==> src/rtl/pwm_demod.sv <==
// pwm_demod: recovers a signed speed value from the duty cycle of a PWM
// pair. PWM1 carries the measurement; PWM2 is only watched for overlap with
// PWM1 (shoot-through). A missing PWM1 edge for TMO cycles produces a
// saturated report so downstream logic never sees a stale speed forever.
module pwm_demod #(
  parameter int PERIOD = 2048,
  parameter int TMO    = 4095
) (
  input  logic               clk,
  input  logic               rst_n,
  input  logic               PWM1,
  input  logic               PWM2,
  input  logic               clr_err,
  output logic signed [10:0] spd,
  output logic        [11:0] per,
  output logic               vld,
  output logic               sat,
  output logic               shoot
);

  // Offset that maps a half-duty frame to zero speed.
  localparam logic [11:0] HALF  = 12'(PERIOD / 2);
  localparam logic [11:0] TMO_C = 12'(TMO);

  typedef enum logic {IDLE, MEAS} state_t;

  state_t      state;
  logic        p1_p0, p1s, p1d;
  logic        p2_p0, p2s;
  logic [11:0] per_cnt;
  logic [10:0] hi_cnt;
  logic        rise;

  // Saturating increment of the frame-length counter.
  function automatic logic [11:0] inc_per(input logic [11:0] v);
    return (v == 12'hFFF) ? v : v + 12'd1;
  endfunction

  // Saturating increment of the high-time counter.
  function automatic logic [10:0] inc_hi(input logic [10:0] v);
    return (v == 11'h7FF) ? v : v + 11'd1;
  endfunction

  // High count minus the half-frame offset, wrapped to 11 bits.
  function automatic logic signed [10:0] centre(input logic [10:0] h);
    return signed'(h - HALF[10:0]);
  endfunction

  assign rise = p1s & ~p1d;

  // Two-flop synchronizers for both phases plus the edge-detect history flop.
  always_ff @(posedge clk or negedge rst_n) begin
    if (!rst_n) begin
      p1_p0 <= 1'b0;
      p1s   <= 1'b0;
      p1d   <= 1'b0;
      p2_p0 <= 1'b0;
      p2s   <= 1'b0;
    end else begin
      p1_p0 <= PWM1;
      p1s   <= p1_p0;
      p1d   <= p1s;
      p2_p0 <= PWM2;
      p2s   <= p2_p0;
    end
  end

  // Frame measurement FSM with registered report outputs.
  always_ff @(posedge clk or negedge rst_n) begin
    if (!rst_n) begin
      state   <= IDLE;
      per_cnt <= '0;
      hi_cnt  <= '0;
      spd     <= '0;
      per     <= '0;
      vld     <= 1'b0;
      sat     <= 1'b0;
    end else begin
      vld <= 1'b0;
      case (state)
        IDLE: begin
          if (rise) begin
            state   <= MEAS;
            per_cnt <= 12'd1;
            hi_cnt  <= 11'd1;
          end else begin
            per_cnt <= '0;
            hi_cnt  <= '0;
          end
        end
        MEAS: begin
          if (rise) begin
            // A real edge always wins over a coincident timeout.
            spd     <= centre(hi_cnt);
            per     <= per_cnt;
            sat     <= 1'b0;
            vld     <= 1'b1;
            per_cnt <= 12'd1;
            hi_cnt  <= 11'd1;
          end else if (per_cnt == TMO_C) begin
            spd     <= p1s ? 11'sh3FF : 11'sh400;
            per     <= TMO_C;
            sat     <= 1'b1;
            vld     <= 1'b1;
            per_cnt <= 12'd1;
            hi_cnt  <= {10'd0, p1s};
          end else begin
            per_cnt <= inc_per(per_cnt);
            if (p1s) begin
              hi_cnt <= inc_hi(hi_cnt);
            end
          end
        end
        default: state <= IDLE;
      endcase
    end
  end

  // Sticky shoot-through flag; a new overlap beats a coincident clear.
  always_ff @(posedge clk or negedge rst_n) begin
    if (!rst_n) begin
      shoot <= 1'b0;
    end else if (p1s && p2s) begin
      shoot <= 1'b1;
    end else if (clr_err) begin
      shoot <= 1'b0;
    end
  end

endmodule

==> config.mk <==
export PLATFORM = sky130hd
export DESIGN_NAME = pwm_demod
export DESIGN_NICKNAME = d
export VERILOG_FILES = /design/src/rtl/pwm_demod.sv
export SDC_FILE = /design/constraint.sdc
export NUM_CORES = 1
export LEC_CHECK = 0
export CORE_ASPECT_RATIO = 1.25
export CORE_MARGIN = 1.5
export CORE_UTILIZATION = 54
export DETAILED_ROUTE_END_ITERATION = 8
export MAX_ROUTING_LAYER = met4
export PLACE_DENSITY = 0.83
export SLEW_MARGIN = 20
export SYNTH_ARGS = -nofsm -noshare
export SYNTH_HDL_FRONTEND = slang
export SYNTH_SLANG_ARGS = --single-unit
==> constraint.sdc <==
create_clock -name clk -period 2.2 [get_ports clk]
set_input_delay 0.33 -clock clk [delete_from_list [all_inputs] [get_ports clk]]
set_output_delay 0.33 -clock clk [all_outputs]
set_load 0.02 [all_outputs]
======== Yosys cells after proc, flatten, opt, wreduce, memory -nomap -nowiden ========
Index checks and enable logic that the tools add are counted.
operators by class
  equal/unequal tests ..................... 4
  mux-type cells .......................... 24
  reduce and logical (&&, ||, !) cells .... 5
  bitwise gates (word level) .............. 3
  add/subtract/negate cells ............... 3
operator list
  cell                                                    count
  two-way mux 11 bit                                      7
  two-way mux 12 bit                                      4
  case mux 12 bit (2 select lines)                        1
  case mux 11 bit (2 select lines)                        1
  adder 12 x 1 -> 12 bit (second input constant)          1
  == test 12 bit (second input constant)                  1
  adder 11 x 1 -> 11 bit (second input constant)          1
  == test 11 bit (second input constant)                  1
  two-way mux 1 bit                                       11
  subtractor 11 bit (second input constant)               1
  inequality test 4 x 1 -> 1 bit (second input constant)  1
  inequality test 4 bit (second input constant)           1
  AND reduction 2 bit                                     2
  nonzero test 2 bit                                      2
  NOT 1 bit                                               2
  bitwise AND 1 bit                                       1
  logical AND 1 bit                                       1
storage, ports and cells
  register bits after elaboration ......... 55
  logic and storage cells ................. 52
  input port bits ......................... 5
  output and inout bits ................... 26

======== Logic depth before layout (Yosys ltp) ========
  depth in word-level cells ............... 6
  mapped depth ............................ 7
  depth with buffers taken out ............ 5

======== Worst setup path after synthesis ========
No wires, ideal clock.
  kind .................................... register -> register
  from .................................... reg per_cnt[0]
  to ...................................... reg spd[0]
  slack ................................... 0.559 ns
  required time ........................... 2.080 ns
  period minus slack after synthesis ...... 1.641 ns
  path buffers ............................ 2
  arrival ................................. 1.521 ns
  stages on the path, launching flop included .. 8
  cell sequence ........................... dfrtp_1 -> ha_1 -> and4_1 -> buf_4 -> a31o_2 -> buf_4 -> a21oi_1 -> nor3_1
on the way
  longest elaborated chain between the ends .. 3
ends and longest elaborated chain
  what                                  RTL line  RTL
  from (decl)                           30        logic [11:0] per_cnt;
  from (signal assigned)                108       per_cnt <= inc_per(per_cnt);
  == test 12 bit                        100       end else if (per_cnt == TMO_C) begin
  nonzero test 2 bit (no source line)   -
  AND reduction 2 bit (no source line)  -
  to (signal assigned)                  94        spd <= centre(hi_cnt);
  to (signal assigned)                  101       spd <= p1s ? 11'sh3FF : 11'sh400;
  to (decl)                             14        output logic signed [10:0] spd,
No other way between the ends.
A chain may end at the register's enable or synchronous reset.

======== Worst setup path in the final report ========
  from .................................... reg per_cnt[0]
  to ...................................... reg spd[8]
The elaborated chain is that of the path after synthesis.

==> results_dict.tcl <==
set metrics [dict create \
    synth-seq-cells 55 \
    hold_path_class "in -> async" \
    hpwlAfterDp_mm 3.45 \
    grt_max_degree 56 \
    grt_pass1_wl_mm 8.62 \
    portBuffers 30 \
    ys_top_cells_by_area "dfrtp_1, a21oi_1, nor2_1" \
    synth_cell_types 41 \
    cp_data_arrival_time_ns 2.15 \
    htreeDepth 2 \
    clock-sinks 55 \
    yosysSeqAreaShare 0.560 \
    area_delta_synth_final_pct 18.3 \
    ant_nets 0 \
    critPathCaptureType "register" \
    diodes 0 \
    p_total_mw 2.37 \
    die_w_microns 63.3 \
    p_leak_nw 1.24 \
    skew_ns 0.0115 \
    finalSetupViolations 0 \
    startpoint "per_cnt[0]" \
    path_cells "ha_1, and4_1, nand4_1, a21oi_1, nor3_1" \
    rr_endpoint "spd[8]" \
    wirelength_mm 4.97 \
    yosysWarnings 0 \
    rows 27 \
    fmax_mhz 516 \
    cts_post_setup_buffers_inserted 0 \
    p_per_area_nw_per_um2 815 \
    reg2regPathDepth 5 \
    synth_top_area_frac 0.560 \
    insertion_delay_ns 0.31 \
    run_status "complete, no violations" \
    initialDrtViolationCount 212 \
    synth_edf_count 0 \
    synthFlopType "dfrtp_1" \
    cts-root-buf "clkbuf_8" \
    die_y_microns 78.4 \
    gr-total-overflow 0 \
    wire_per_inst_microns 15.1 \
    nets 276 \
    crit_path_end "spd[8]" \
    max_slew.worst_pin.slew_ns 0.665 \
    slowest_delay_ns 0.45 \
    die-area_sq_um 4960 \
    async_flop_share 1.00 \
    clock_path_buffers 2 \
    cts_tree "built" \
    syn_area_sq_um 2460 \
    crit_required_ns 2.41 \
    track_usage 0.226 \
    hold_violations 0 \
    cpMaxStageDelayCell "nand4_1" \
    n_fill_cell 340 \
    critical_path_class "reg -> reg" \
    finalMaxSlewViolations 0 \
    first_global_vias 1871 \
    grt_antenna_before_repair 0 \
    critPathLaunchType "register" \
    syn_inst 238 \
    gp_congestion 0.869 \
    cts_made_buffers 5 \
    drive_gt1_frac 0.0889 \
    timing.rr.start "per_cnt[0]" \
    post_cts_resized 0 \
    core-area_sq_um 4390 \
    initial_core_util 0.559 \
    ir_worst_vdd_v 0.000563 \
    routed-via-count 1922 \
    hold_buffers 0 \
    syn_avg_cell_area_sq_um 10.3 \
    synth_top_area_cell "dfrtp_1" \
    drv_cap 0 \
    clkSlewWorstSetupHoldPaths_ns 0.10 \
    rsz0062_at_grt "false" \
    ff2ff_setup_slack_ns 0.26 \
    fin_crit_ns 1.94 \
    syn_nets 245 \
    drcViolationCount 0 \
    period_share 0.881 \
    io_pins 31 \
    first_pass_iters 5 \
    viasPerCell 5.86 \
    fin_setup_tns_ns 0 \
    slew_headroom 0.557 \
    critical_path_peak_fanout 12 \
]
-- critical path: cells and delay by family, from the launching register on --
kind / cells / cell delay [ns]
AO/OA/AOI/OAI: 1 / 0.30
adder cells (fa/ha/maj): 1 / 0.24
flip-flops: 1 / 0.43
AND/OR/NAND/NOR: 3 / 0.87
-- worst min-delay path by stage --
stage | start | to | slack (ns) | depth (start not counted)
after floorplan | rst_n | hi_cnt[0] | 0.03 | 0
after global placement | p2_p0 | p2s | 0.33 | 0
after detailed placement | p2_p0 | p2s | 0.34 | 0
after CTS | rst_n | spd[8] | 0.16 | 2
after global routing | rst_n | spd[0] | 0.20 | 2
final | rst_n | spd[10] | 0.14 | 2
-- layout make-up --
type	count	area [sq um]	share of cell area
clock buffers	8	100	0.0344
inverters	9	33.8	0.0116
multi-input cells	160	968	0.333
flip-flops and latches	55	1380	0.474
well taps	58	72.6	0.0250
repair buffers	38	355	0.122
-- state kept, by name, summed over array words and instances (netlist names), 11 cells and up --
name     flops
hi_cnt      11
per_cnt     12
per         12
spd         11
-- report_power, final --
group,switching [mW],total [mW],internal [mW]
logic,0.265,0.512,0.247
clock network,0.315,0.603,0.288
registers,0.123,1.26,1.13
-- logic make-up after synthesis --
family	share of synthesized area
mux	0.00408
xor+xnor	0.0321
buf+inv	0.0453
simple gates	0.195
compound gates	0.153
fa+ha+maj	0.0102
flops	0.560
-- layer usage --
| layer | wire [microns] | vias to the layer above | track usage |
|---|---|---|---|
| met4 | 152 | 0 | 0.100 |
| met5 | 0 | - | - |
| met2 | 2520 | 65 | 0.359 |
| li1 | - | 910 | - |
| met3 | 223 | 16 | 0.0473 |
| met1 | 2080 | 931 | 0.282 |
-- through the flow --
step	hold slack, ns	setup slack, ns	instance area (sq um)	instances	util
floorplan	0.0344	0.559	2460	238	-
global placement	0.335	0.316	2810	320	0.639
detailed placement	0.336	0.262	2810	320	0.639
CTS	0.159	0.257	2910	328	0.662
global route	0.196	0.0423	2910	328	0.662
finish	0.137	0.262	2910	328	0.662
-- cell usage in the layout (no fill, tap or decap), types with 2 or more instances in the layout --
| cell type | n |
|---|---|
| or4_1 | 4 |
| nand2b_1 | 2 |
| nor2b_1 | 2 |
| clkdlybuf4s50_1 | 29 |
| nand2_1 | 10 |
| ha_1 | 2 |
| inv_1 | 9 |
| o21ai_0 | 4 |
| nor4_1 | 4 |
| nor3_1 | 15 |
| buf_4 | 8 |
| o22a_1 | 12 |
| and4_1 | 2 |
| nand3_1 | 9 |
| dfrtp_1 | 55 |
| nand4_1 | 6 |
| xnor2_1 | 5 |
| nand3_2 | 2 |
| nor2_1 | 28 |
| clkbuf_8 | 7 |
| a21oi_1 | 27 |
| o31ai_1 | 5 |
| xor2_1 | 4 |
-- cell usage after synthesis (all sizes together), types with 2 or more instances --
cell	count
dfrtp	55
nor2	28
a21oi	27
nor3	16
o22a	12
nand2	11
nand3	11
buf	9
inv	9
nand4	6
clkbuf	5
nor4	5
o31ai	5
xnor2	5
o21ai	4
or4	4
xor2	4
and4	3
a21boi	2
ha	2
nand2b	2
nor2b	2
Note: power is estimated with default switching activity, not from simulation.
